**config.mk**
```make
export PLATFORM = sky130hd
export DESIGN_NAME = adder_sat_accum
export DESIGN_NICKNAME = d
export VERILOG_FILES = /design/src/rtl/adder_sat_pkg.sv /design/src/rtl/adder_sat_core.sv /design/src/rtl/adder_sat_accum.sv
export SDC_FILE = /design/constraint.sdc
export NUM_CORES = 1
export LEC_CHECK = 0
export CORE_AREA = 2 2 153 155
export DETAILED_ROUTE_END_ITERATION = 10
export DIE_AREA = 0 0 155 157
export GPL_ROUTABILITY_DRIVEN = 0
export MAX_ROUTING_LAYER = met4
export SETUP_SLACK_MARGIN = 0.2
export SLEW_MARGIN = 25
export SYNTH_ARGS = -nofsm -noshare
export SYNTH_HDL_FRONTEND = slang
export SYNTH_SLANG_ARGS = --single-unit
```
**constraint.sdc**
```tcl
create_clock -name clk -period 6.55 [get_ports clk]
set_input_delay 1.31 -clock clk [delete_from_list [all_inputs] [get_ports clk]]
set_output_delay 1.31 -clock clk [all_outputs]
set_load 0.005 [all_outputs]
```
**src/rtl/adder_sat_pkg.sv**
```systemverilog
// Shared constants and the width-generic add/saturate function used by the
// accumulator datapath. Callers zero-extend operands to MAX_W and pass their width.
package adder_sat_pkg;

  localparam int MAX_W = 64;
  localparam logic [MAX_W-1:0] SMAX = {1'b0, {(MAX_W-1){1'b1}}};
  localparam logic [MAX_W-1:0] SMIN = {1'b1, {(MAX_W-1){1'b0}}};

  // Returns {ovf, result}; only the low w bits of result are meaningful.
  // Bit positions are selected with masks so w can be any value 2..MAX_W.
  function automatic logic [MAX_W:0] sat_add(
    input logic [MAX_W-1:0] a,
    input logic [MAX_W-1:0] b,
    input int               w,
    input logic             is_signed,
    input logic             sat_en
  );
    logic [MAX_W-1:0] mask, msb, res;
    logic [MAX_W:0]   ax, bx, s, carry_bit;
    logic             sa, sb, ovf;
    mask      = (w >= MAX_W) ? '1 : ((MAX_W'(1) << w) - MAX_W'(1));
    msb       = mask ^ (mask >> 1);
    carry_bit = {1'b0, mask} + {{MAX_W{1'b0}}, 1'b1};
    sa        = is_signed & (|(a & msb));
    sb        = is_signed & (|(b & msb));
    ax        = {sa, (a & mask) | (sa ? ~mask : '0)};
    bx        = {sb, (b & mask) | (sb ? ~mask : '0)};
    s         = ax + bx;
    if (is_signed) ovf = (|(s & carry_bit)) != (|(s[MAX_W-1:0] & msb));
    else           ovf = |(s & carry_bit);
    res = s[MAX_W-1:0] & mask;
    if (ovf && sat_en) begin
      if (is_signed) res = sb ? (SMIN >> (MAX_W - w)) : (SMAX >> (MAX_W - w));
      else           res = mask;
    end
    return {ovf, res};
  endfunction

endpackage

```
**src/rtl/adder_sat_core.sv**
```systemverilog
// Combinational saturating/wrapping adder with overflow flag, WIDTH/SIGNED
// parametrised wrapper around the package function.
module adder_sat_core
  import adder_sat_pkg::*;
#(
  parameter int WIDTH  = 32,
  parameter bit SIGNED = 1'b1
) (
  input  logic [WIDTH-1:0] a,
  input  logic [WIDTH-1:0] b,
  input  logic             sat_en,
  output logic [WIDTH-1:0] result,
  output logic             ovf
);

  logic [MAX_W:0] r;

  assign r      = sat_add(MAX_W'(a), MAX_W'(b), WIDTH, SIGNED, sat_en);
  assign result = r[WIDTH-1:0];
  assign ovf    = r[MAX_W];

  generate
    if (WIDTH < MAX_W) begin : g_hi
      logic unused_hi;
      assign unused_hi = ^r[MAX_W-1:WIDTH];
    end
  endgenerate

endmodule

```
**src/rtl/adder_sat_accum.sv**
```systemverilog
// Multi-channel frame accumulator: per-channel running sum plus sticky overflow,
// frame total emitted on a registered valid/ready output on the last beat.
module adder_sat_accum
  import adder_sat_pkg::*;
#(
  parameter  int WIDTH  = 32,
  parameter  int NCH    = 4,
  parameter  int SIGNED = 1,
  localparam int CHW    = $clog2(NCH)
) (
  input  logic             clk,
  input  logic             rst_n,
  input  logic             sat_en,
  input  logic             in_valid,
  output logic             in_ready,
  input  logic [CHW-1:0]   in_ch,
  input  logic [WIDTH-1:0] in_data,
  input  logic             in_first,
  input  logic             in_last,
  output logic             out_valid,
  input  logic             out_ready,
  output logic [CHW-1:0]   out_ch,
  output logic [WIDTH-1:0] out_data,
  output logic             out_ovf
);

  logic [NCH-1:0][WIDTH-1:0] acc_q, acc_d;
  logic [NCH-1:0]            ovf_q, ovf_d;
  logic                      out_valid_q, out_valid_d;
  logic [CHW-1:0]            out_ch_q, out_ch_d;
  logic [WIDTH-1:0]          out_data_q, out_data_d;
  logic                      out_ovf_q, out_ovf_d;

  logic             accept;
  logic [WIDTH-1:0] op_a, sum_res;
  logic             sum_ovf, new_ovf;

  // Ready is forced high in reset so upstream never sees a stall from stale state.
  assign in_ready = !rst_n || !out_valid_q || out_ready;
  assign accept   = in_valid && in_ready;
  assign op_a     = in_first ? '0 : acc_q[in_ch];
  assign new_ovf  = (!in_first && ovf_q[in_ch]) || sum_ovf;

  adder_sat_core #(
    .WIDTH  (WIDTH),
    .SIGNED (SIGNED != 0)
  ) u_core (
    .a      (op_a),
    .b      (in_data),
    .sat_en (sat_en),
    .result (sum_res),
    .ovf    (sum_ovf)
  );

  always_comb begin
    acc_d       = acc_q;
    ovf_d       = ovf_q;
    out_valid_d = out_valid_q;
    out_ch_d    = out_ch_q;
    out_data_d  = out_data_q;
    out_ovf_d   = out_ovf_q;
    if (accept && in_last) begin
      acc_d[in_ch] = '0;
      ovf_d[in_ch] = 1'b0;
      out_valid_d  = 1'b1;
      out_ch_d     = in_ch;
      out_data_d   = sum_res;
      out_ovf_d    = new_ovf;
    end else begin
      if (accept) begin
        acc_d[in_ch] = sum_res;
        ovf_d[in_ch] = new_ovf;
      end
      if (out_valid_q && out_ready) out_valid_d = 1'b0;
    end
  end

  always_ff @(posedge clk) begin
    if (!rst_n) begin
      acc_q       <= '0;
      ovf_q       <= '0;
      out_valid_q <= 1'b0;
      out_ch_q    <= '0;
      out_data_q  <= '0;
      out_ovf_q   <= 1'b0;
    end else begin
      acc_q       <= acc_d;
      ovf_q       <= ovf_d;
      out_valid_q <= out_valid_d;
      out_ch_q    <= out_ch_d;
      out_data_q  <= out_data_d;
      out_ovf_q   <= out_ovf_d;
    end
  end

  assign out_valid = out_valid_q;
  assign out_ch    = out_ch_q;
  assign out_data  = out_data_q;
  assign out_ovf   = out_ovf_q;

endmodule

```
==> summary.txt, run 1 <==
============================================================================
Class of the tightest hold or removal check                     flop to flop
Proportion of layout cells with a drive suffix above 1                 0.122
Final Worst Setup Slack                                             0.896 ns
Post-Route Setup TNS                                                    0 ns
End point of the most critical hold path                           out_ch[0]
Flip-flop cell with the highest count after synthesis           sky130_fd_sc_hd__dfxtp_1
Count of vias placed by the detailed router                             7320
Switching share of power                                               0.295
Clock tree from TritonCTS                                                yes
Slowest-stage cell, CP                                          sky130_fd_sc_hd__mux4_2
Effective utilization at floorplan                                     0.398
Async set-reset flop share out of synthesis                                0
Total power of the final layout                                      2.57 mW
Number of levels the H-tree was split into                                 4
Run status                                                         completed
Gate Count Post-Synth                                                    874
Final antenna-violating net count                                          0
Chip height                                                           157 um
Clk network pwr share                                                  0.398
Width of the chip                                                     155 um
Total count of max-transition violations in the final report               0
Half-perimeter wire length after placement                          17200 um
Post-CTS Hold Fix Bufs                                                     0
Count of input and output buffers                                         77
Starting DRC count in detailed routing                                   595
CP Cell Sequence                                                buf_2, buf_4, mux4_2, nor2b_1, ha_1, nand4_1, a2111o_1, a2111oi_2, a211oi_1, nand2_2, xor2_4, nand2b_4, buf_4, mux2i_1, o22ai_1
Final Hold Fails                                                           0
Reg2reg end                                                        acc_q[65]
Later-pin clock latency in the skew report                           0.44 ns
Commonest cells after routing, fill and taps aside              sky130_fd_sc_hd__dfxtp_1, sky130_fd_sc_hd__o221a_1, sky130_fd_sc_hd__clkdlybuf4s50_1, sky130_fd_sc_hd__a21oi_1, sky130_fd_sc_hd__nand2_1
Final worst path period share                                          0.863
Reg power frac                                                         0.429
Inserted Clock Buffers                                                    17
Maximum fanout along the worst path                                       25
Number of max-capacitance violations reported                              0
Setup-failing EPs final                                                    0
Arrival time at the worst endpoint                                   5.94 ns
Net count after synthesis                                                948
Clock-pin transition on the worst setup and hold timing paths        0.07 ns
Clk root buf                                                    sky130_fd_sc_hd__clkbuf_16
Worst Skew                                                         0.0117 ns
Worst relative slew slack                                              0.385
Crit Path Category                                              input port to flop
Area of the mapped netlist                                         8970 um^2
Share of synthesized area occupied by flip-flops and latches           0.375
Worst reg2reg startpoint                                           acc_q[96]
Leading cell type in the layout, fill and taps excluded         sky130_fd_sc_hd__dfxtp_1
Cell type with the largest total area after synthesis           sky130_fd_sc_hd__dfxtp_1
Worst reg2reg path depth                                                  14
Worst ir drop on vdd                                              0.000138 V
Area added between synthesis and finish                                17.3%
Number of diodes                                                           0
Worst reg2reg setup slack                                            2.10 ns
CORE AREA                                                         22500 um^2
Total DRC errors in the routed layout                                      0
Grt ovf                                                                    0
Logic pwr share                                                        0.173
Initial antenna violation count                                            0
Final routed wire length divided by cell count                       21.6 um
Worst hold path cell count                                                 2
Area share of the largest cell type after synthesis                    0.375
Num rows                                                                  55
Number of buffers inserted to repair setup after CTS                       0
Total power density per cell area                                244 nW/um^2
Post-synth EDFFs                                                           0
Length of the first detailed-routing pass in iterations                    5
Die ar.                                                           24300 um^2
Shortest clock period the worst path allows after layout             5.65 ns
Number of sinks on the clock net                                         168
Req. time, crit path                                                 6.84 ns
Most prevalent standard cell on the critical path               sky130_fd_sc_hd__buf_4
Post-CTS Resized                                                           0
Dpl ws                                                              0.440 ns
Switching power                                                     0.759 mW
Largest stage delay, worst path                                      0.49 ns
Count of unique library cells instantiated by Yosys                       62
IO Pins                                                                   78
Achievable frequency                                                 177 MHz
Non-filler cells in the finished layout                                 1213
Clock Path Buffers                                                         2
Top post-synthesis cells by area                                sky130_fd_sc_hd__dfxtp_1, sky130_fd_sc_hd__o221a_1, sky130_fd_sc_hd__mux4_2, sky130_fd_sc_hd__ha_1, sky130_fd_sc_hd__a21oi_1
Worst Tran Pin Value                                                0.922 ns
Final-stage net count                                                    989
Largest net degree at the start of global routing                        108
Via density per instance                                                6.03
Synthesis Warnings                                                         0
Element type at the critical path start                           input port
Global Route Usage Sum                                                 0.230
Leakage power                                                        3.88 nW
Yosys reg bits                                                           168
Hold wc startpoint                                                 out_ch[0]
Post-placement cell count                                               1181
Crit. End Element                                                       flop
First-pass GRT wire length                                          42000 um
Setup repair after global routing missed its margin                       no
Via count of the first global-routing pass                              7317
Internal Power                                                       1.81 mW
Wire length reported by the detailed router                         26200 um
Mapped Avg Cell Area                                               10.3 um^2
============================================================================
==> cell type report <==
| class | instances | area (um^2) |
|---|---|---|
| Inverter | 10 | 37.5 |
| Clock buffer | 18 | 429 |
| Multi-Input combinational cell | 615 | 5190 |
| Sequential cell | 168 | 3360 |
| Clock inverter | 14 | 158 |
| Tap cell | 285 | 357 |
| Timing Repair Buffer | 103 | 982 |
| Fill cell | 2094 | 12000 |
==> per-stage QoR <==
stage	util	hold WS [ns]	area, um^2
finish	0.468	0.465	10500
detailed placement	0.441	0.456	9930
CTS	0.467	0.466	10500
global placement	0.441	0.446	9930
global route	0.468	0.486	10500
floorplan	-	0.439	8970
==> flip-flops by register name (all words and copies together) (netlist names) <==
signal / count
out_ovf: 1
out_valid: 1
out_data: 32
acc_q: 128
out_ch: 2
ovf_q: 4
==> per-layer routing <==
layer | GRT usage | vias to the layer above | wire [um]
met5 | - | - | 0
li1 | - | 3469 | -
met4 | 0.0666 | 0 | 508
met2 | 0.342 | 211 | 11700
met3 | 0.0366 | 39 | 1270
met1 | 0.323 | 3601 | 12800
==> synthesized netlist by cell type, drive strengths merged, types with 2 or more instances <==
| cell | number |
|---|---|
| mux4 | 33 |
| o221a | 109 |
| nand4 | 11 |
| a211oi | 4 |
| nor3 | 4 |
| a21oi | 71 |
| o211ai | 6 |
| buf | 23 |
| clkbuf | 58 |
| and3 | 4 |
| inv | 10 |
| a31oi | 8 |
| a21o | 9 |
| a21boi | 5 |
| o21bai | 3 |
| xnor2 | 18 |
| and4 | 3 |
| o21a | 9 |
| nor2b | 40 |
| xor2 | 12 |
| o22ai | 13 |
| ha | 32 |
| dfxtp | 168 |
| and2 | 3 |
| nor2 | 43 |
| a2111oi | 2 |
| o31ai | 6 |
| o211a | 2 |
| o21ai | 53 |
| mux2 | 20 |
| nand3 | 11 |
| nand2b | 7 |
| a31o | 2 |
| nand2 | 50 |
| o41ai | 2 |
| mux2i | 7 |
| o2bb2ai | 4 |
==> logic make-up (layout without fill, tap and decap cells) <==
group,after synthesis,count (layout),share of synthesized area
compound gates,313,313,0.284
xor+xnor,30,30,0.0314
simple gates,179,179,0.0989
mux,60,60,0.116
fa+ha+maj,33,33,0.0469
flops,168,168,0.375
buf+inv,91,145,0.0480
==> power by group through the flow <==
stage                     Clock [mW]  Sequential (mW)  Combinational (mW)
after floorplan                    0             1.12               0.287
after global placement             0             1.13               0.439
after detailed placement           0             1.13               0.439
after CTS                       1.04             1.10               0.442
after global routing            1.08             1.11               0.484
final                           1.02             1.10               0.444
==> how the worst max path moves through the flow <==
stage | from | endpoint | slack [ns] | cells after the start
2_1_floorplan | in_ch[1] | out_data[10] | 0.95 | 17
3_3_place_gp | in_ch[1] | acc_q[1] | 0.54 | 15
3_5_place_dp | in_ch[1] | acc_q[65] | 0.44 | 15
4_1_cts | in_ch[1] | acc_q[65] | 0.89 | 15
5_1_grt | in_ch[1] | acc_q[65] | 0.51 | 15
6_report | in_ch[1] | acc_q[65] | 0.90 | 15
==> critical path: cells and delay by family <==
kind,cells,cell delay (ns)
buffers and inverters,3,1.03
AND/OR/NAND/NOR,4,0.90
AO/OA/AOI/OAI,4,1.05
adder cells (fa/ha/maj),1,0.43
XOR/XNOR,1,0.23
multiplexers,2,0.96
Note: power is estimated with default switching activity, not from simulation.
==> inputs of run 2 (changes only) <==
--- a/config.mk
+++ b/config.mk
@@ -11,5 +11,4 @@
 export GPL_ROUTABILITY_DRIVEN = 0
 export MAX_ROUTING_LAYER = met4
-export SETUP_SLACK_MARGIN = 0.2
 export SLEW_MARGIN = 25
 export SYNTH_ARGS = -nofsm -noshare
==> constraint.sdc (replaced) <==
create_clock -name clk -period 6.55 [get_ports clk]
set_input_delay 1.31 -clock clk [delete_from_list [all_inputs] [get_ports clk]]
set_output_delay 1.31 -clock clk [all_outputs]
set_load 0.05 [all_outputs]
==> results of run 2 <==
The final DEF is identical to that of run 1. Status: completed.
Main changes from that run: total power 2.57 mW -> 2.62 mW
==> inputs of run 3 (changes only) <==
- GPL_ROUTABILITY_DRIVEN: 0 -> 1
- TNS_END_PERCENT: default -> 5
==> results of run 3 <==
The final DEF is identical to that of run 1. Status: completed.
Main changes from that run: total power 2.57 mW -> 2.62 mW
